File: config.mk
export PLATFORM = sky130hd
export DESIGN_NAME = instr_enc
export DESIGN_NICKNAME = d
export VERILOG_FILES = /design/src/rtl/riv_isa_pkg.sv /design/src/rtl/instr_enc_imm_pack.sv /design/src/rtl/instr_enc.sv
export SDC_FILE = /design/constraint.sdc
export NUM_CORES = 1
export LEC_CHECK = 0
export ABC_AREA = 1
export CORE_ASPECT_RATIO = 0.8
export CORE_MARGIN = 4
export CORE_UTILIZATION = 49
export DETAILED_ROUTE_END_ITERATION = 8
export HOLD_SLACK_MARGIN = 0.03
export PLACE_DENSITY = 0.93
export SLEW_MARGIN = 20
export SYNTH_ARGS = -nofsm -noshare
export SYNTH_HDL_FRONTEND = slang
export SYNTH_SLANG_ARGS = --single-unit
File: constraint.sdc
create_clock -name clk -period 3.3 [get_ports clk]
set_clock_uncertainty 0.1 [all_clocks]
set_input_delay 0.66 -clock clk [delete_from_list [all_inputs] [get_ports clk]]
set_output_delay 0.66 -clock clk [all_outputs]
set_load 0.02 [all_outputs]
File: src/rtl/riv_isa_pkg.sv
// Shared RV64I encoding constants: format codes, opcodes, funct3 values,
// field bit positions and immediate range helpers.
package riv_isa_pkg;

  typedef enum logic [1:0] {
    R_FORM  = 2'd0,
    JU_FORM = 2'd1,
    I_FORM  = 2'd2,
    BS_FORM = 2'd3
  } fmt_e;

  localparam logic [6:0] OP_LUI    = 7'b0110111;
  localparam logic [6:0] OP_AUIPC  = 7'b0010111;
  localparam logic [6:0] OP_JAL    = 7'b1101111;
  localparam logic [6:0] OP_JALR   = 7'b1100111;
  localparam logic [6:0] OP_BRANCH = 7'b1100011;
  localparam logic [6:0] OP_STORE  = 7'b0100011;
  localparam logic [6:0] OP_IMM    = 7'b0010011;

  localparam logic [2:0] F3_SLLI = 3'b001;
  localparam logic [2:0] F3_SR   = 3'b101;

  localparam int unsigned OPCODE_LSB = 0;
  localparam int unsigned RD_LSB     = 7;
  localparam int unsigned F3_LSB     = 12;
  localparam int unsigned RS1_LSB    = 15;
  localparam int unsigned RS2_LSB    = 20;
  localparam int unsigned F7_LSB     = 25;

  // True when v[63:msb] are all equal, i.e. v fits in an (msb+1)-bit signed field.
  function automatic logic fits_signed(input logic [63:0] v, input int unsigned msb);
    logic [63:0] hi;
    hi = $signed(v) >>> msb;
    return (hi == '0) || (hi == '1);
  endfunction

  // True when v[63:lsb] are all zero.
  function automatic logic fits_unsigned(input logic [63:0] v, input int unsigned lsb);
    return (v >> lsb) == '0;
  endfunction

endpackage

File: src/rtl/instr_enc_imm_pack.sv
// Combinational RV64I packer: places opcode, registers, funct and immediate
// bits into a 32-bit word and flags immediates that do not fit their field.
module imm_pack
  import riv_isa_pkg::*;
(
  input  logic [1:0]  i_format,
  input  logic [6:0]  i_opcode,
  input  logic [4:0]  i_rd,
  input  logic [4:0]  i_rs1,
  input  logic [4:0]  i_rs2,
  input  logic [2:0]  i_funct3,
  input  logic [6:0]  i_funct7,
  input  logic [63:0] i_imm,
  output logic [31:0] o_instr,
  output logic        o_range_err
);

  always_comb begin
    o_instr     = {25'b0, i_opcode};
    o_range_err = 1'b0;
    case (fmt_e'(i_format))
      R_FORM: begin
        o_instr = {i_funct7, i_rs2, i_rs1, i_funct3, i_rd, i_opcode};
      end
      I_FORM: begin
        if (i_opcode == OP_IMM && (i_funct3 == F3_SLLI || i_funct3 == F3_SR)) begin
          // funct7[0] is overlaid by shamt[5] in RV64
          o_instr     = {i_funct7[6:1], i_imm[5:0], i_rs1, i_funct3, i_rd, i_opcode};
          o_range_err = !fits_unsigned(i_imm, 6);
        end else begin
          o_instr     = {i_imm[11:0], i_rs1, i_funct3, i_rd, i_opcode};
          o_range_err = !fits_signed(i_imm, 11);
        end
      end
      JU_FORM: begin
        case (i_opcode)
          OP_LUI, OP_AUIPC: begin
            o_instr     = {i_imm[19:0], i_rd, i_opcode};
            o_range_err = !fits_unsigned(i_imm, 20);
          end
          OP_JAL: begin
            o_instr     = {i_imm[19], i_imm[9:0], i_imm[10], i_imm[18:11], i_rd, i_opcode};
            o_range_err = !fits_signed(i_imm, 19);
          end
          OP_JALR: begin
            o_instr     = {i_imm[11:0], i_rs1, 3'b000, i_rd, i_opcode};
            o_range_err = !fits_signed(i_imm, 11);
          end
          default: begin
            o_instr     = {25'b0, i_opcode};
            o_range_err = 1'b1;
          end
        endcase
      end
      BS_FORM: begin
        if (i_opcode == OP_BRANCH) begin
          o_instr = {i_imm[11], i_imm[9:4], i_rs2, i_rs1, i_funct3,
                     i_imm[3:0], i_imm[10], i_opcode};
        end else begin
          o_instr = {i_imm[11:5], i_rs2, i_rs1, i_funct3, i_imm[4:0], i_opcode};
        end
        o_range_err = !fits_signed(i_imm, 11);
      end
      default: begin
        o_instr     = {25'b0, i_opcode};
        o_range_err = 1'b1;
      end
    endcase
  end

endmodule

File: src/rtl/instr_enc.sv
// Instruction encoder: one-deep valid/ready register stage around imm_pack,
// with a sticky range-error flag and saturating word/error counters.
module instr_enc
  import riv_isa_pkg::*;
#(
  parameter int CNT_W = 16
) (
  input  logic             clk,
  input  logic             rst_n,
  input  logic             i_valid,
  output logic             o_ready,
  input  logic [1:0]       i_format,
  input  logic [6:0]       i_opcode,
  input  logic [4:0]       i_rd,
  input  logic [4:0]       i_rs1,
  input  logic [4:0]       i_rs2,
  input  logic [2:0]       i_funct3,
  input  logic [6:0]       i_funct7,
  input  logic [63:0]      i_imm,
  output logic             o_valid,
  input  logic             i_ready,
  output logic [31:0]      o_instr,
  output logic             o_range_err,
  output logic             o_err_sticky,
  output logic [CNT_W-1:0] o_word_cnt,
  output logic [CNT_W-1:0] o_err_cnt,
  input  logic             i_clr
);

  localparam logic [CNT_W-1:0] CNT_ONE = CNT_W'(1);

  logic [31:0]      w_instr;
  logic             w_range_err;
  logic             w_accept;
  logic             w_out_hs;
  logic             r_valid;
  logic [31:0]      r_instr;
  logic             r_range_err;
  logic             r_err_sticky;
  logic [CNT_W-1:0] r_word_cnt;
  logic [CNT_W-1:0] r_err_cnt;

  imm_pack u_imm_pack (
    .i_format    (i_format),
    .i_opcode    (i_opcode),
    .i_rd        (i_rd),
    .i_rs1       (i_rs1),
    .i_rs2       (i_rs2),
    .i_funct3    (i_funct3),
    .i_funct7    (i_funct7),
    .i_imm       (i_imm),
    .o_instr     (w_instr),
    .o_range_err (w_range_err)
  );

  assign o_ready  = !r_valid || i_ready;
  assign w_accept = i_valid && o_ready;
  assign w_out_hs = r_valid && i_ready;

  always_ff @(posedge clk or negedge rst_n) begin
    if (!rst_n) begin
      r_valid     <= 1'b0;
      r_instr     <= '0;
      r_range_err <= 1'b0;
    end else if (o_ready) begin
      r_valid <= i_valid;
      if (i_valid) begin
        r_instr     <= w_instr;
        r_range_err <= w_range_err;
      end
    end
  end

  // Clear takes priority over a same-cycle set or increment.
  always_ff @(posedge clk or negedge rst_n) begin
    if (!rst_n) begin
      r_err_sticky <= 1'b0;
      r_word_cnt   <= '0;
      r_err_cnt    <= '0;
    end else if (i_clr) begin
      r_err_sticky <= 1'b0;
      r_word_cnt   <= '0;
      r_err_cnt    <= '0;
    end else begin
      if (w_accept && w_range_err) r_err_sticky <= 1'b1;
      if (w_out_hs && r_word_cnt != '1) r_word_cnt <= r_word_cnt + CNT_ONE;
      if (w_out_hs && r_range_err && r_err_cnt != '1) r_err_cnt <= r_err_cnt + CNT_ONE;
    end
  end

  assign o_valid      = r_valid;
  assign o_instr      = r_instr;
  assign o_range_err  = r_range_err;
  assign o_err_sticky = r_err_sticky;
  assign o_word_cnt   = r_word_cnt;
  assign o_err_cnt    = r_err_cnt;

endmodule
Word level (Yosys, flattened, before mapping)

Index checks and enable logic that the tools add are counted.

Reductions and logical operators: 26
Bitwise logic cells: 0
Multiplexer cells: 13
Order comparisons: 0
Div/mod/pow operators: 0
Shift operators: 0
$add $sub $neg: 2
Equality and inequality tests: 15
Multiply operators: 0

Operators by type and width:

| operator                                                               | number |
|---|---|
| 64-bit zero test                                                       | 4 |
| 64-bit equality test (second input constant)                           | 2 |
| 32-bit one-hot mux with 4 select lines                                 | 1 |
| 32-bit one-hot mux with 3 select lines                                 | 1 |
| 16-bit two-way mux                                                     | 4 |
| 16-bit by 1-bit adder with 16-bit output (second input constant)       | 2 |
| 32-bit two-way mux                                                     | 1 |
| 16-bit inequality test (second input constant)                         | 2 |
| 31-bit two-way mux                                                     | 1 |
| 7-bit equality test (second input constant)                            | 3 |
| 7-bit by 5-bit equality test with 1-bit output (second input constant) | 2 |
| 7-bit by 6-bit equality test with 1-bit output (second input constant) | 1 |
| 1-bit logical AND                                                      | 7 |
| 1-bit one-hot mux with 3 select lines                                  | 2 |
| 2-bit nonzero test                                                     | 3 |
| 1-bit zero test                                                        | 5 |
| 2-bit equality test (second input constant)                            | 2 |
| 1-bit logical OR                                                       | 4 |
| 3-bit by 1-bit equality test with 1-bit output (second input constant) | 1 |
| 3-bit equality test (second input constant)                            | 1 |
| 1-bit two-way mux                                                      | 3 |
| 2-bit by 1-bit equality test with 1-bit output (second input constant) | 1 |
| 2-bit zero test                                                        | 1 |
| 2-bit AND reduction                                                    | 1 |
| 2-bit OR reduction                                                     | 1 |

Input bits: 103
Latch bits: 0
Logic and storage cells: 62
Memories: 0
Bits in registers: 67
Bits in read-only memories: 0
RAM bits: 0

Depth between registers and ports, before layout

Depth after elaboration: 8
Gate-level depth with buffers: 12
Gate-level depth less buffers: 12

Modules after synthesis

From an unflattened synthesis, not the netlist that was laid out.

Cells, all modules: 801
Area, all modules: 5063.6 µm²

Modules (own cells, without submodules):

| module    | cells an instance | instances | seq. area each (µm²) | area an instance (µm²) |
|---|---|---|---|---|
| instr_enc | 457               | 1         | 1676.6               | 3425.8 |
| imm_pack  | 344               | 1         | 0.0                  | 1637.8 |

Worst setup path after synthesis

No wires, ideal clock.

Path type: reg-to-reg
From: register r_err_cnt[0], in the netlist o_err_cnt[0]
To: register r_err_cnt[4], in the netlist o_err_cnt[4]
Clock period less this slack: 1798 ps
Slack: 1502 ps
Cell stages (with the launch flop): 10
Buffers on the path: 1
Required time: 3064 ps
Data arrival time: 1562 ps
Library setup time: 136 ps
Path through: dfrtp_1 -> ha_1 -> nand3_1 -> nor4_4 -> nand3_2 -> nand2_2 -> buf_6 -> nor3_1 -> a21oi_1 -> nor3_1

Word-level cells in the longest chain between the ends: 3
Elaborated cells between the ends (all ways): 6
Classes of those cells: add/sub (1); eq/ne (1); mux (2); reduce/logical (2)

RTL lines:

| item                                                                                      | RTL line        | RTL |
|---|---|---|
| start, declared                                                                           | instr_enc.sv:41 | `logic [CNT_W-1:0] r_err_cnt;` |
| start signal, assigned                                                                    | instr_enc.sv:87 | `if (w_out_hs && r_range_err && r_err_cnt != '1) r_err_cnt <= r_err_cnt + CNT_ONE;` |
| 16-bit by 1-bit adder with 16-bit output / 16-bit inequality test (equally long branches) | instr_enc.sv:87 |  |
| 16-bit two-way mux / 1-bit logical AND (equally long branches)                            | instr_enc.sv:87 |  |
| 16-bit two-way mux / 2-bit nonzero test (equally long branches)                           | -               |  |

Several ways; a longest one is shown, not always the timed one. The select of a mux whose other input is x is not followed.
A chain may end at the register's enable or synchronous reset.

Final worst setup path

From: input port i_ready
To: output port o_ready

Word-level cells in the longest chain between the ends: 1

RTL lines:

| item             | RTL line        | RTL |
|---|---|---|
| start, declared  | instr_enc.sv:21 | `input logic i_ready,` |
| 1-bit logical OR | instr_enc.sv:56 | `assign o_ready = !r_valid \|\| i_ready;` |
| end, declared    | instr_enc.sv:11 | `output logic o_ready,` |

No other way between the ends.

==> impl_metrics.py <==
metrics = {
    "sta": {
        "finalSetupViolCount": 0,
        "timing.final.crit_share_pct": 80.6,
        "worst_slew_margin_rel_pct": 47.7,
        "timing.fmax_mhz": 376,
        "count_of_final_hold_check_violations": 0,
        "min_hold_slack_ps": 266,
        "finalCriticalPeriod_ps": 2660,
        "fin_setup_tns_ps": 0,
        "max_slew.worst_pin.slew_ps": 784,
        "finalWorstSetupSlack_ps": 639,
        "unrepaired_setup_endpoints_after_global_routing": "no",
        "drv_slew": 0,
    },
    "cells_and_area": {
        "area_growth_pct": 48.0,
        "num-fill-cells": 712,
        "drive_gt1_share_pct": 6.93,
        "final_nets": 951,
        "post_layout_nonfiller_instances": 966,
        "antenna-diode-count": 0,
    },
    "logic_synthesis": {
        "synthTopCellsByArea": "sky130_fd_sc_hd__dfrtp_1 (37%), sky130_fd_sc_hd__nand2_1 (14%), sky130_fd_sc_hd__nor2_1 (8.6%)",
        "synth-async-reset-ratio_pct": 100,
        "synth-edff-count": 0,
        "cell_accounting_for_the_most_synthesized_area": "sky130_fd_sc_hd__dfrtp_1",
        "synth.ff_latch_count": 67,
        "syn_avg_cell_area_um2": 6.74,
        "netlist-cell-type-count": 42,
        "synth_nets": 777,
        "post_syn_area_um2": 4530,
        "ys_dominant_reg_cell": "sky130_fd_sc_hd__dfrtp_1",
        "yosys.area.top_type_share_pct": 37.0,
        "synth_warnings": 0,
        "post_synth_most_frequent_cells": "sky130_fd_sc_hd__nand2_1 (164), sky130_fd_sc_hd__nor2_1 (104), sky130_fd_sc_hd__inv_1 (80)",
        "syn_inst": 672,
        "synth.most_common_cell": "sky130_fd_sc_hd__nand2_1",
        "synth_sequential_area_ratio_pct": 37.0,
    },
    "setup_path": {
        "crit-reg2reg-launch": "o_err_cnt[0]$_DFFE_PN0P_",
        "r2r-end": "o_err_cnt[0]$_DFFE_PN0P_",
        "setup_crit_start_kind": "input pin",
        "timing.reg2reg.setup_slack_ps": 1290,
        "worst-path-max-fanout": 3,
        "crit_arrival_ps": 1900,
        "crit_type": "in2out",
        "reg2regPathDepth": 8,
        "capturing_element_type_of_the_critical_path": "output pin",
        "critical_path.endpoint": "o_ready",
        "timing.critical_path.required_ps": 2540,
        "crit_path_start": "i_ready",
    },
    "grt": {
        "grt_max_degree": 38,
        "first_global_vias": 5212,
        "global_route.overflow_total": 0,
        "first_pass_grt_wire_length_um": 25800,
        "antenna_found_initial": 0,
        "global_route_usage_over_all_layers_pct": 30.0,
    },
    "floorplan": {
        "ioPinCount": 171,
        "initial_core_util_pct": 50.1,
        "die_height_um": 94.0,
        "chipWidth_um": 115,
        "placement_rows": 31,
        "placeableCoreArea_um2": 9040,
        "die_area_um2": 10900,
    },
    "power": {
        "power.ir.vdd_worst_v": 0.000262,
        "p_switching_uw": 773,
        "power-per-cell-area_nw_per_um2": 403,
        "comb_power_share_pct": 23.3,
        "internal_power_mw": 1.93,
        "power_leakage_nw": 2.85,
        "power_frac_seq_pct": 34.5,
        "swShare_pct": 28.6,
        "power.share.clock_pct": 42.1,
    },
    "clock_tree": {
        "cts_hold_repair.buffers": 0,
        "ctsHtreeMaxLevel": 3,
        "clock_sink_count": 67,
        "cts_max_path_buffers": 2,
        "post_cts.repair.setup_buffers": 0,
        "cts_tree": "yes",
        "clk-insertion-delay-late_ps": 340,
        "clock_slew_at_the_register_clock_pins_of_the_worst_setup_and_hold_paths_ps": 70,
        "cts-root-buf": "sky130_fd_sc_hd__clkbuf_16",
        "cts-buffers-inserted": 9,
        "cts_repair_resize_count": 0,
    },
    "place": {
        "placed_cells": 950,
        "detailedPlace.worstSlack_ps": 481,
        "port_buffers": 170,
        "placer_congestion": 1.02,
        "detailedPlacementHpwl_um": 12700,
    },
    "job": {
        "drv.max_cap_violation_count": 0,
    },
    "detailed_routing": {
        "detailedRoute.firstIterationViolations": 551,
        "ant_nets": 0,
        "via_per_inst": 5.65,
        "detail_route.drc_violations": 0,
        "detail_route.wirelength_um": 16200,
        "wire_per_inst_um": 16.8,
        "drt_pre_antenna_iters": 6,
        "vias": 5461,
    },
    "worst_hold_path": {
        "min_delay_path_class": "in2async",
    },
    "run_status": {
        "outcome": "finished, final reports clean",
    },
}
metal layers:
layer | part of all wire [%] | global-route usage (%)
met1 | 41 | 41.2
met4 | 3.3 | 10.3
met5 | 0 | 0
met3 | 11 | 6.83
met2 | 45 | 46.6
final cells by class:
class / count / area, um2 / share of cell area (%)
multi-input combinational: 503 / 2440 / 36.5
sequential: 67 / 1680 / 25.0
clock buffer: 9 / 225 / 3.36
timing repair buffer: 176 / 1750 / 26.2
clock inverter: 7 / 124 / 1.85
inverter: 89 / 334 / 4.99
tap: 115 / 144 / 2.15
worst min path at each step:
stage,start,end
6_report,rst_n,o_instr[19]$_DFFE_PN0P_
5_1_grt,rst_n,o_word_cnt[14]$_DFFE_PN0P_
4_1_cts,rst_n,o_word_cnt[14]$_DFFE_PN0P_
2_1_floorplan,rst_n,o_err_cnt[0]$_DFFE_PN0P_
3_3_place_gp,o_instr[0]$_DFFE_PN0P_,o_instr[0]$_DFFE_PN0P_
3_5_place_dp,o_instr[0]$_DFFE_PN0P_,o_instr[0]$_DFFE_PN0P_
cell usage in the layout (no fill, tap or decap), types with 3 or more instances in the layout:
cell type,instances
sky130_fd_sc_hd__a211oi_1,3
sky130_fd_sc_hd__a21oi_1,33
sky130_fd_sc_hd__a22oi_1,5
sky130_fd_sc_hd__a31oi_1,3
sky130_fd_sc_hd__a41oi_1,3
sky130_fd_sc_hd__buf_4,5
sky130_fd_sc_hd__bufinv_16,3
sky130_fd_sc_hd__clkbuf_16,9
sky130_fd_sc_hd__clkdlybuf4s50_1,169
sky130_fd_sc_hd__dfrtp_1,67
sky130_fd_sc_hd__inv_1,80
sky130_fd_sc_hd__inv_2,9
sky130_fd_sc_hd__nand2_1,164
sky130_fd_sc_hd__nand2_2,8
sky130_fd_sc_hd__nand3_1,47
sky130_fd_sc_hd__nand3_2,4
sky130_fd_sc_hd__nand4_1,8
sky130_fd_sc_hd__nor2_1,104
sky130_fd_sc_hd__nor2_2,3
sky130_fd_sc_hd__nor2_4,6
sky130_fd_sc_hd__nor3_1,17
sky130_fd_sc_hd__nor4_1,7
sky130_fd_sc_hd__o21ai_0,34
sky130_fd_sc_hd__o21ai_1,10
sky130_fd_sc_hd__o221ai_1,5
sky130_fd_sc_hd__o22ai_1,16
sky130_fd_sc_hd__xor2_1,5
power groups by stage:
stage	Combinational (mW)	Sequential [mW]	Clock [mW]
after floorplan	0.180	1.02	0
after global placement	0.612	0.941	0
after detailed placement	0.624	0.943	0
after CTS	0.627	0.931	1.14
after global routing	0.677	0.940	1.17
final	0.631	0.932	1.14
metrics by stage:
stage	util, %	cell area [um2]	total power, mW
2_1_floorplan	-	4530	1.20
5_1_grt	74.1	6700	2.79
3_3_place_gp	70.3	6350	1.55
3_5_place_dp	70.3	6350	1.57
6_report	74.1	6700	2.70
4_1_cts	74.1	6700	2.70
worst max-delay path: stages:
cell,delay [ps]
sky130_fd_sc_hd__clkdlybuf4s50_1,480
sky130_fd_sc_hd__inv_1,50
sky130_fd_sc_hd__nand2_1,100
sky130_fd_sc_hd__clkdlybuf4s50_1,620
sequential cells by signal, summed over array words and instances (netlist names):
register / flops
o_err_cnt: 16
o_err_sticky: 1
o_instr: 32
o_range_err: 1
o_valid: 1
o_word_cnt: 16
kinds of logic (layout without fill, tap and decap cells):
kind of cell               Yosys count  after routing  synth area share [%]
AOI/OAI and AO/OA                  118            118                  15.1
buffers and inverters              102            281                  9.04
adders and majority gates            2              2                 0.553
DFF                                 67             67                  37.0
and+or+nand+nor                    378            378                  37.3
xor gates and xnor gates             5              5                 0.967
No activity file was read; power rests on OpenSTA's default activity.
